<file path="src/rtl/mem_arbiter.sv">
// mem_arbiter: two-master round-robin arbiter for a single wait-state memory port
module mem_arbiter #(
  parameter int ADDR_W   = 12,
  parameter int DATA_W   = 16,
  parameter int WAIT_CYC = 1
) (
  input  logic              clk,
  input  logic              rst_n,
  input  logic              m0_memrq,
  input  logic              m1_memrq,
  input  logic              m0_rnw,
  input  logic              m1_rnw,
  input  logic [ADDR_W-1:0] m0_addr,
  input  logic [ADDR_W-1:0] m1_addr,
  input  logic [DATA_W-1:0] m0_wdata,
  input  logic [DATA_W-1:0] m1_wdata,
  output logic [DATA_W-1:0] m0_rdata,
  output logic [DATA_W-1:0] m1_rdata,
  output logic              m0_ready,
  output logic              m1_ready,
  output logic              mem_memrq,
  output logic              mem_rnw,
  output logic [ADDR_W-1:0] mem_addr,
  output logic [DATA_W-1:0] mem_wdata,
  input  logic [DATA_W-1:0] mem_rdata,
  output logic              grant,
  output logic              busy
);
  typedef enum logic [1:0] {IDLE, ACCESS, DONE} state_t;
  state_t state, state_nx;
  logic [3:0] cnt;
  logic last_grant, sel, rnw_q;
  logic [ADDR_W-1:0] addr_q;
  logic [DATA_W-1:0] wdata_q;
  // On contention the master that did not win last time gets the port.
  assign sel = (m0_memrq && m1_memrq) ? ~last_grant : m1_memrq;
  always_ff @(posedge clk or negedge rst_n)
    if (!rst_n) state <= IDLE;
    else state <= state_nx;
  always_comb
    state_nx = state == IDLE   ? ((m0_memrq || m1_memrq) ? ACCESS : IDLE) :
               state == ACCESS ? (cnt == 4'd0 ? DONE : ACCESS) : IDLE;
  always_ff @(posedge clk or negedge rst_n)
    if (!rst_n) begin
      cnt        <= 4'd0;
      grant      <= 1'b0;
      last_grant <= 1'b1;
      rnw_q      <= 1'b1;
      addr_q     <= '0;
      wdata_q    <= '0;
      m0_rdata   <= '0;
      m1_rdata   <= '0;
    end else if (state == IDLE && (m0_memrq || m1_memrq)) begin
      grant      <= sel;
      last_grant <= sel;
      rnw_q      <= sel ? m1_rnw : m0_rnw;
      addr_q     <= sel ? m1_addr : m0_addr;
      wdata_q    <= sel ? m1_wdata : m0_wdata;
      cnt        <= 4'(WAIT_CYC - 1);
    end else if (state == ACCESS) begin
      if (cnt != 4'd0) cnt <= cnt - 4'd1;
      else if (rnw_q && grant) m1_rdata <= mem_rdata;
      else if (rnw_q) m0_rdata <= mem_rdata;
    end
  always_comb begin
    mem_memrq = state == ACCESS;
    mem_rnw   = mem_memrq ? rnw_q : 1'b1;
    mem_addr  = mem_memrq ? addr_q : '0;
    mem_wdata = mem_memrq ? wdata_q : '0;
    m0_ready  = state == DONE && !grant;
    m1_ready  = state == DONE && grant;
    busy      = state != IDLE;
  end
endmodule

</file>
<file path="config.mk">
export PLATFORM = sky130hd
export DESIGN_NAME = mem_arbiter
export DESIGN_NICKNAME = d
export VERILOG_FILES = /design/src/rtl/mem_arbiter.sv
export SDC_FILE = /design/constraint.sdc
export NUM_CORES = 1
export LEC_CHECK = 0
export CAP_MARGIN = 25
export CELL_PAD_IN_SITES_DETAIL_PLACEMENT = 0
export CELL_PAD_IN_SITES_GLOBAL_PLACEMENT = 1
export CORE_ASPECT_RATIO = 0.8
export CORE_UTILIZATION = 50
export DETAILED_ROUTE_END_ITERATION = 10
export DONT_BUFFER_PORTS = 1
export GPL_TIMING_DRIVEN = 0
export HOLD_SLACK_MARGIN = 0.1
export PLACE_DENSITY_LB_ADDON = 0.08
export RECOVER_POWER = 50
export SYNTH_ARGS = -nofsm -noshare
export SYNTH_HDL_FRONTEND = slang
export SYNTH_SLANG_ARGS = --single-unit
</file>
<file path="constraint.sdc">
create_clock -name clk -period 5.8 [get_ports clk]
set_input_delay 1.16 -clock clk [delete_from_list [all_inputs] [get_ports clk]]
set_output_delay 1.16 -clock clk [all_outputs]
set_load 0.01 [all_outputs]
</file>
Word level (Yosys, flattened, before mapping)
Cells that the tools add are included.

Register bits: 69. Memory bits (read-only): 0. Memories kept: 0. RAM bits: 0. Latch bits: 0. Bits of input ports: 78.

$add $sub $neg: 1. Bitwise operators: 4. Equal/unequal tests: 2. Reductions and logical operators: 16. Div/mod/pow operators: 0. Multiplexer cells: 14. Multiply operators: 0. Shift-type cells: 0. Magnitude comparators: 0.

Operator list (number): $mux 16 (2); $mux 12 (2); $mux 4 (3); $mux 2 (3); $reduce_bool 2->1 (3); $logic_and 1x1->1 (5); $reduce_and 5->1 (1); $logic_not 4->1 (1); $mux 1 (4); $not 1->1 (4); $reduce_and 4->1 (1); $reduce_bool 4->1 (1); $sub 4x1->4 const B (1); $eq 2x1->1 const B (1); $eq 2x2->1 const B (1); $logic_not 2->1 (1); $reduce_and 2->1 (1); $logic_not 1->1 (1); $logic_or 1x1->1 (1).

Logic depth before layout (Yosys ltp)
Gate-level depths: netlist of the first run.

Word-level depth: 4. Gate-level depth with buffers: 6. Mapped depth without buffers: 5.

Worst setup path after synthesis of the first run
Ideal clock, no wire load.

Kind: register to output. Start point: register state[1]. End point: output port mem_wdata[10]. Stages on the path, launching flop included: 5. Setup slack: 3.378 ns. Path buffers: 1. Arrival time: 1.262 ns. Path through: dfrtp_1 > nand2b_2 > inv_1 > clkbuf_1 > and2_1.

Longest elaborated chain between the ends: 2.

Ends and longest elaborated chain: start: declaration (RTL line 30) `state_t state, state_nx;`; start signal: assignment (RTL line 39) `else state <= state_nx;`; $eq 2x1->1 (RTL line 66) `mem_memrq = state == ACCESS;`; net mem_memrq (RTL line 21) `output logic mem_memrq,`; $mux 16 (RTL line 69) `mem_wdata = mem_memrq ? wdata_q : '0;`; end: declaration (RTL line 24) `output logic [DATA_W-1:0] mem_wdata,`.

The timed path passes the listed nets, and every way through them passes these cells.

Worst setup path after layout of the first run
Start point: register state[1]. End point: output port mem_wdata[0].

Longest elaborated chain between the ends: 2.

Ends and longest elaborated chain (RTL line): $eq 2x1->1 (66); $mux 16 (69).

No other way between the ends.

==> run metrics, run 1 <==
delay-heaviest family, CP=buffers and inverters; Yosys top cell area share=a little over half; CP bufs+invs=2; final setup fails=0; FF+latch count, synth=between 60 and 70; DP Wirelength=between 5000 and 6000 microns; top_reg_cell synth=dfrtp_1; path type of the worst min-delay path=in -> async; Tmin final=about 3.1 ns; via count=about 2300; Final #Nets=between 300 and 400; Post-Syn Nets=between 300 and 400; crit-path max FO=10; post-synth top area cell=dfrtp_1; drt initial violations=96; Max Clock Skew=~0.0059 ns; floorplan row count=25; number of clock sinks=69; worst slew margin relative to its limit=approximately 65%; initial core utilization=~53%; dpl cells=slightly below 400; WP data arrival=a little under 2 ns; routed len/inst=18.3 microns; Compound-Gate Fraction of Synth Area=about an eighth; P_leak=1.47 nW; Skew-Pair Late Insertion Delay=roughly 0.34 ns; CP Capture Type=primary output; Critical Path Start Type=register; post-layout worst setup margin=2.66 ns; largest family of logic cells by synthesized area=simple AND/OR/NAND/NOR gates; Syn Area/Cell=10.4 sq um; Die ar.=0.00665 sq mm; max-slew violations=0; CP max-delay cell=dfrtp_1; first-pass GRT wire length=around 12000 microns; RSZ-0062 raised after global routing=no; Routed Antenna Nets=0; mapped cell area=about 0.0032 sq mm; Internal Pwr Total=0.00128 W; Post-CTS Resized=0; CTS max path bufs=2; share of layout cells above drive strength 1=between 10% and 20%; period utilization=a little over half; Logic pwr share=35.5%; Synth Area in Adders=0.396%; Distinct cells, synth=33; antenna violations before repair=0; diode count=0; Num CTS Buffers=9; All-Layer GR Usage=between 20% and 30%; Final GP Congestion=about 0.76; Die Ht=~73 microns; htree depth=3; pin count of the biggest net entering global routing=70; post-synthesis xor/xnor area fraction=0%; clk slew on worst S/H paths=roughly 0.070 ns; Port Buffers=0; grt ovf=0; sequential area share after synthesis=approximately 55%; Post-synth EDFFs=0; Setup TNS=0 ns; Simple-Gate Fraction of Synth Area=about 17%; Critical Path Max Stage Delay=roughly 0.43 ns; Worst-Margin Slew=0.531 ns; Synth async-reset ratio=100%; mux contribution to synthesized area=12.4%; CTS Root Cell=clkbuf_8; CP Class=reg -> out; DR vias/cell=between 5 and 6; Post-Route WL=7350 microns; vias in the first global route=around 2300; Core Area=roughly 0.0060 sq mm; DRT Pass-1 Iters=4; commonest non-fill, non-tap cells in the layout=dfrtp_1 (67), nand2_1 (61), mux2_2 (34); DRC viols=0; status=complete, no violations; Finished Layout Cells=~400; cts hold-fix bufs=0; CTS tree=yes; Sw Pwr=0.000817 W; I/O pins=between 100 and 150; most area-consuming cells after synthesis=dfrtp_1 (53%), mux2_2 (12%), nand2_1 (7.2%); commonest non-fill, non-tap cell in the layout=dfrtp_1; Pwr Density=606 mW/mm^2; PnR Total Power=approximately 0.0021 W; Die Wd=around 91 microns; Area Overhead vs Synth=9.49%; Final Hold Violating Endpoints=0; Post-Syn Instances=304; Clk network pwr share=20.2%; Cell Chain, Critical Path=nand2b_1 > inv_1 > clkbuf_1 > and2_1; Syn. warnings=0; Setup Slack @ Placement=3.05 ns; MaxCap Viol Count=0; Setup Buffers After CTS=0; Data required, critical path=4.64 ns; sequential share of power=between 40 and 50%; peak supply drop=approximately 240 uV; Sw Ratio=slightly below 40%; fmax=~320 MHz
## through the flow
stage	instance area [sq um]	hold WS [ns]	utilization, %
floorplan	3160	0.473	-
global placement	3260	0.505	54.4
detailed placement	3260	0.502	54.4
CTS	3480	0.485	57.9
global route	3460	0.489	57.7
finish	3460	0.510	57.7
## flip-flops by register name, indices dropped and copies added (netlist names)
register,count
m1_rdata,16
addr_q,12
m0_rdata,16
last_grant,1
cnt,4
grant,1
wdata_q,16
rnw_q,1
state,2
## per-layer routing
metal	part of all wire (%)	wire [microns]	global-route usage, %	vias to the layer above
met2	46	3370	35.5	94
met5	0	0	0	-
li1	-	-	-	1072
met3	9.0	663	9.38	5
met1	44	3260	29.3	1130
met4	0.73	54	7.76	0
## logic make-up (layout without fill, tap and decap cells)
logic type | after synthesis | after routing
compound gates | 67 | 67
buf+inv | 25 | 41
flops | 69 | 69
simple gates | 107 | 107
mux | 35 | 35
fa+ha+maj | 1 | 1
## Yosys cell counts, types with 2 or more instances
library cell and count:
o21ai_0 3, nand2_1 61, dfrtp_1 67, nor2_1 5
clkbuf_1 17, nor3_1 2, a21oi_1 30, and2_1 28
dfstp_2 2, inv_1 5, mux2_2 34, a31oi_1 29
## layout make-up
| cell class | instances | area, sq um |
|---|---|---|
| Tap cell | 81 | 101 |
| Clock buffer | 10 | 128 |
| Buffer | 20 | 83.8 |
| Inverter | 5 | 18.8 |
| Multi-Input combinational cell | 210 | 1320 |
| Clock inverter | 6 | 87.6 |
| Fill cell | 556 | 2540 |
| Sequential cell | 69 | 1730 |
## power groups by stage
stage,Clock (W),Sequential [W],Combinational (W)
after global routing,0.000452,0.000961,0.000836
after floorplan,0,0.000895,0.000620
after global placement,0,0.000930,0.000748
after CTS,0.000434,0.000934,0.000767
after detailed placement,0,0.000942,0.000764
final,0.000424,0.000928,0.000746
## path summary, 6_finish.rpt
| check | startpoint | endpoint | slack [ns] | cells after the start |
|---|---|---|---|---|
| worst max register to register | cnt[1] | m0_rdata[5] | 3.52 | 6 |
| worst max-delay path | state[1] | mem_wdata[0] | 2.66 | 4 |
| max in group asynchronous | rst_n | last_grant | 5.09 | 0 |
| worst min-delay path | rst_n | addr_q[5] | 0.51 | 0 |
| worst min register to register | cnt[0] | cnt[0] | 0.52 | 1 |
| min in group clk | cnt[0] | cnt[0] | 0.52 | 1 |
No activity file was read; power rests on OpenSTA's default activity.
==> run 2, diff against run 1 <==
--- a/config.mk
+++ b/config.mk
@@ -9,7 +9,7 @@
 export CELL_PAD_IN_SITES_DETAIL_PLACEMENT = 0
 export CELL_PAD_IN_SITES_GLOBAL_PLACEMENT = 1
 export CORE_ASPECT_RATIO = 0.8
-export CORE_UTILIZATION = 50
+export CORE_UTILIZATION = 42
 export DETAILED_ROUTE_END_ITERATION = 10
 export DONT_BUFFER_PORTS = 1
 export GPL_TIMING_DRIVEN = 0
==> constraint.sdc (replaced) <==
create_clock -name clk -period 2.88 [get_ports clk]
set_input_delay 0.576 -clock clk [delete_from_list [all_inputs] [get_ports clk]]
set_output_delay 0.576 -clock clk [all_outputs]
set_load 0.01 [all_outputs]
==> run metrics, run 2 (synthesis results as in run 1) <==
Internal Pwr Total=0.00254 W (was 0.00128 W); max-slew violations=70 (was 0); CTS Root Cell=clkbuf_8 (unchanged); period utilization=88.9%; Die Ht=79.6 microns (was 73.1 microns); Logic pwr share=36.5% (was 35.5%); DRT Pass-1 Iters=4 (unchanged); Worst-Margin Slew=1.69 ns (was 0.531 ns); Finished Layout Cells=408 (was 401); Sw Ratio=40.0% (was 38.9%); Routed Antenna Nets=0 (unchanged); WP data arrival=1.98 ns (about the same); Tmin final=between 2 and 3 ns; via count=2322 (was 2301); PnR Total Power=0.00423 W (was 0.00210 W); RSZ-0062 raised after global routing=no (unchanged); number of clock sinks=69 (unchanged); sequential share of power=44.3% (was 44.2%); first-pass GRT wire length=12300 microns (was 11500 microns); Data required, critical path=2.30 ns (was 4.64 ns); CTS max path bufs=2 (unchanged); Reg2Reg Setup Slack=0.62 ns (was 3.52 ns); share of layout cells above drive strength 1=19.0% (was 17.5%); crit-path max FO=10 (unchanged); violated checks=capacitance limit, slew limit; DR vias/cell=5.69 (was 5.74); DRC viols=0 (unchanged); Clk network pwr share=19.2% (was 20.2%); top flop regs=m0_rdata x16, m1_rdata x16, wdata_q x16 (unchanged); I/O pins=144 (unchanged); commonest non-fill, non-tap cell in the layout=dfrtp_1 (unchanged); drt initial violations=73 (was 96); clk slew on worst S/H paths=0.08 ns (was 0.07 ns); Skew-Pair Late Insertion Delay=0.34 ns (about the same); peak supply drop=444 uV (was 240 uV); Post-Route WL=7720 microns (was 7350 microns); CP Capture Type=primary output (unchanged); htree depth=3 (unchanged); MaxCap Viol Count=1 (was 0); vias in the first global route=2392 (was 2304); Reg area=0.00173 sq mm (unchanged); commonest non-fill, non-tap cells in the layout=dfrtp_1 (67), nand2_1 (61), mux2_2 (34) (unchanged); worst slew margin relative to its limit=-12.6% (was 64.6%); P_leak=1.47 nW (about the same); CP Class=reg -> out (unchanged); Die Wd=99.0 microns (was 90.9 microns); Num CTS Buffers=9 (unchanged); path type of the worst min-delay path=in -> reg (was in -> async); status=finished with violations (was complete, no violations); Setup Buffers After CTS=0 (unchanged); dpl cells=391 (was 385); floorplan row count=27 (was 25); pin count of the biggest net entering global routing=70 (unchanged); filler instances=710 (was 556); grt ovf=0 (unchanged); final setup fails=0 (unchanged); Port Buffers=0 (unchanged); routed len/inst=18.9 microns (was 18.3 microns); antenna violations before repair=0 (unchanged); DP Wirelength=5400 microns (was 5230 microns); Final #Nets=395 (was 394); Die ar.=0.00788 sq mm (was 0.00665 sq mm); Core Area=0.00709 sq mm (was 0.00601 sq mm); initial core utilization=44.6% (was 52.7%); Pwr Density=1210 mW/mm^2 (was 606 mW/mm^2); Critical Path Start Type=register (unchanged); Final GP Congestion=0.785 (was 0.760); multi-input logic area=0.00133 sq mm (was 0.00132 sq mm); Setup TNS=0 ns (unchanged); Final Hold Violating Endpoints=0 (unchanged); fmax=391 MHz; Max Clock Skew=0.0109 ns (was 0.00587 ns); Sw Pwr=0.00169 W (was 0.000817 W); diode count=0 (unchanged); All-Layer GR Usage=21.0% (was 22.9%); Area Overhead vs Synth=9.97% (was 9.49%); CTS tree=yes (unchanged)
## run 2: worst paths after layout
| kind | startpoint | to | cells after the start |
|---|---|---|---|
| worst max-delay path | state[1] | mem_wdata[9] | 4 |
| worst min-delay path | m0_rnw | rnw_q | 2 |
| worst max register to register | cnt[0] | m0_rdata[10] | 6 |
| worst min register to register | cnt[0] | cnt[0] | 1 |
| max in group asynchronous | rst_n | m0_rdata[9] | 1 |
| min in group asynchronous | rst_n | addr_q[7] | 1 |
## run 2: critical path: stages, from the launching register on
cell and delay [ns]:
dfrtp_1 0.43, nand2b_2 0.26, inv_1 0.21, clkbuf_1 0.46, and2_1 0.28
## run 2: cell type report
type,count,area share (%)
Clock inverter,6,1.98
Timing Repair Buffer,1,0.144
Multi-Input combinational cell,210,38.1
Sequential cell,69,49.7
Buffer,20,2.41
Clock buffer,10,3.96
Inverter,5,0.540
Tap cell,87,3.13
## run 2: layer usage
metal	track usage, %	share of wire, %
met5	0	0
met4	5.22	0.70
met3	10.4	9.4
met2	33.4	48
met1	25.5	42
## run 2: power groups by stage
stage	clock network, W	logic (W)	registers [W]
2_1_floorplan	0	0.00125	0.00180
3_3_place_gp	0	0.00152	0.00188
3_5_place_dp	0	0.00155	0.00190
4_1_cts	0.000836	0.00158	0.00188
5_1_grt	0.000879	0.00175	0.00194
6_report	0.000812	0.00154	0.00187
## run 2: stage by stage
step | instance area [sq um] | hold WS [ns] | utilization, % | worst slack [ns]
after global placement | 3270 | 0.282 | 46.1 | 0.675
final | 3480 | 0.343 | 49.0 | 0.320
after floorplan | 3160 | 0.280 | - | 0.907
after CTS | 3510 | 0.114 | 49.4 | 0.312
after detailed placement | 3270 | 0.282 | 46.1 | 0.656
after global routing | 3480 | 0.330 | 49.0 | 0.203
## run 2: timing repair
item / 4_1_cts / 5_1_grt
hold buffers: 1 / 0
hold endpoints to repair: 69 / 0
resized for setup: 0 / 0
==> run 3, diff against run 2 <==
==> constraint.sdc (replaced) <==
create_clock -name clk -period 2.2 [get_ports clk]
set_input_delay 0.44 -clock clk [delete_from_list [all_inputs] [get_ports clk]]
set_output_delay 0.44 -clock clk [all_outputs]
set_load 0.01 [all_outputs]
==> run metrics, run 3 (synthesis results as in run 1) <==
Skew-Pair Late Insertion Delay=0.34 ns (about the same); Finished Core Util=49.8% (was 49.0%); delay-heaviest family, CP=simple AND/OR/NAND/NOR gates (was buffers and inverters); Pwr Density=1590 mW/mm^2 (was 1210 mW/mm^2); first-pass GRT wire length=12400 microns (was 12300 microns); Cell Chain, Critical Path=nand2b_2 > inv_2 > clkbuf_4 > and2_1 (was nand2b_2 > inv_1 > clkbuf_1 > and2_1); max-slew violations=0 (was 70); Post-DP Area=0.00327 sq mm (unchanged); Core Area=0.00709 sq mm (unchanged); Tmin final=2.11 ns; Area Overhead vs Synth=11.6% (was 9.97%); Num CTS Buffers=9 (unchanged); antenna violations before repair=0 (unchanged); Final GP Congestion=0.785 (unchanged); Max Clock Skew=0.00955 ns (was 0.0109 ns); crit-path max FO=10 (unchanged); wl on met1=3210 microns (was 3230 microns); path type of the worst min-delay path=in -> reg (unchanged); routed length on met3=736 microns (was 729 microns); commonest non-fill, non-tap cells in the layout=dfrtp_1 (67), nand2_1 (61), mux2_2 (34) (unchanged); Final #Nets=398 (was 395); clk slew on worst S/H paths=0.08 ns (about the same); DP Wirelength=5400 microns (unchanged); number of clock sinks=69 (unchanged); commonest non-fill, non-tap cell in the layout=dfrtp_1 (unchanged); vias in the first global route=2421 (was 2392); share of layout cells above drive strength 1=21.3% (was 19.0%); Post-Route WL=7730 microns (was 7720 microns); Die Ht=79.6 microns (unchanged); via count=2330 (was 2322); initial core utilization=44.6% (unchanged); Critical Path Max Stage Delay=0.43 ns (was 0.46 ns); CP Class=reg -> out (unchanged); htree depth=3 (unchanged); Critical Path Start Type=register (unchanged); Port Buffers=0 (unchanged); MaxCap Viol Count=0 (was 1); CP Capture Type=primary output (unchanged); DR vias/cell=5.67 (was 5.69); peak supply drop=581 uV (was 444 uV); DRT Pass-1 Iters=4 (unchanged); CP bufs+invs=2 (unchanged); CTS tree=yes (unchanged); Die ar.=0.00788 sq mm (unchanged); I/O pins=144 (unchanged); final setup fails=0 (unchanged); WP data arrival=1.67 ns (was 1.98 ns); CP max-delay cell=dfrtp_1 (was clkbuf_1); grt ovf=0 (unchanged); metal2 WL=3730 microns (was 3710 microns); Die Wd=99.0 microns (unchanged); P_leak=1.51 nW (was 1.47 nW); Routed Antenna Nets=0 (unchanged); CTS max path bufs=2 (unchanged); floorplan row count=27 (unchanged); drt initial violations=62 (was 73); Fin Hold WS=0.207 ns (was 0.343 ns); CTS Root Cell=clkbuf_8 (unchanged); Data required, critical path=1.76 ns (was 2.30 ns); DRC viols=0 (unchanged); Reg2Reg Setup Slack=0.15 ns (was 0.62 ns); fmax=475 MHz; Max Used Layer=met4 (unchanged); pin count of the biggest net entering global routing=70 (unchanged); diode count=0 (unchanged); Worst-Margin Slew=0.935 ns (was 1.69 ns); Final Hold Violating Endpoints=0 (unchanged); RSZ-0062 raised after global routing=yes (was no); routed len/inst=18.8 microns (was 18.9 microns); status=complete, no violations (was finished with violations); Final Cell Area=0.00353 sq mm (was 0.00348 sq mm); top flop regs=m0_rdata x16, m1_rdata x16, wdata_q x16 (unchanged); All-Layer GR Usage=21.1% (was 21.0%); worst slew margin relative to its limit=37.7% (was -12.6%); period utilization=a little over nine tenths
[run 3: path summary, 6_finish.rpt]
path | cells past startpoint | to | startpoint
max in group asynchronous | 2 | m0_rdata[9] | rst_n
hold / removal | 2 | rnw_q | m0_rnw
setup / recovery | 4 | mem_wdata[9] | state[1]
setup reg to reg | 6 | m1_rdata[9] | cnt[0]
min in group asynchronous | 2 | m0_rdata[0] | rst_n
hold reg to reg | 1 | cnt[0] | cnt[0]
[run 3: final cells by class]
| class | count | area, sq um |
|---|---|---|
| Tap cell | 87 | 109 |
| Clock inverter | 6 | 68.8 |
| Sequential cell | 69 | 1730 |
| Buffer | 20 | 93.8 |
| Fill cell | 707 | 3560 |
| Clock buffer | 10 | 138 |
| Multi-Input combinational cell | 210 | 1340 |
| Timing Repair Buffer | 4 | 32.5 |
| Inverter | 5 | 18.8 |
[run 3: per-stage QoR]
step	cells	power, W	setup TNS [ns]	worst slack [ns]
final	411	0.00559	0	0.0931
after global routing	411	0.00605	-0.0157	-0.00557
after CTS	409	0.00565	0	0.000340
after detailed placement	391	0.00451	-0.134	-0.0239
after global placement	391	0.00446	-0.0212	-0.00486
after floorplan	304	0.00399	0	0.227
[run 3: per-layer routing]
metal	vias to the layer above	global-route usage, %
li1	1082	-
met1	1157	25.4
met2	84	33.8
met3	7	10.4
met4	0	5.22
met5	-	0
[run 3: what timing repair did]
action,4_1_cts,5_1_grt
endpoints found under the setup margin,38,49
setup buffers,0,2
endpoints found under the hold margin,69,0
hold buffers,2,0
resized for setup,5,4
pin swaps,1,1
[run 3: where the power goes]
group / total (W) / internal (W) / switching [W]
logic: 0.00208 / 0.000885 / 0.00119
clock network: 0.00106 / 0.000562 / 0.000500
registers: 0.00246 / 0.00192 / 0.000539
total: 0.00559 / 0.00336 / 0.00223
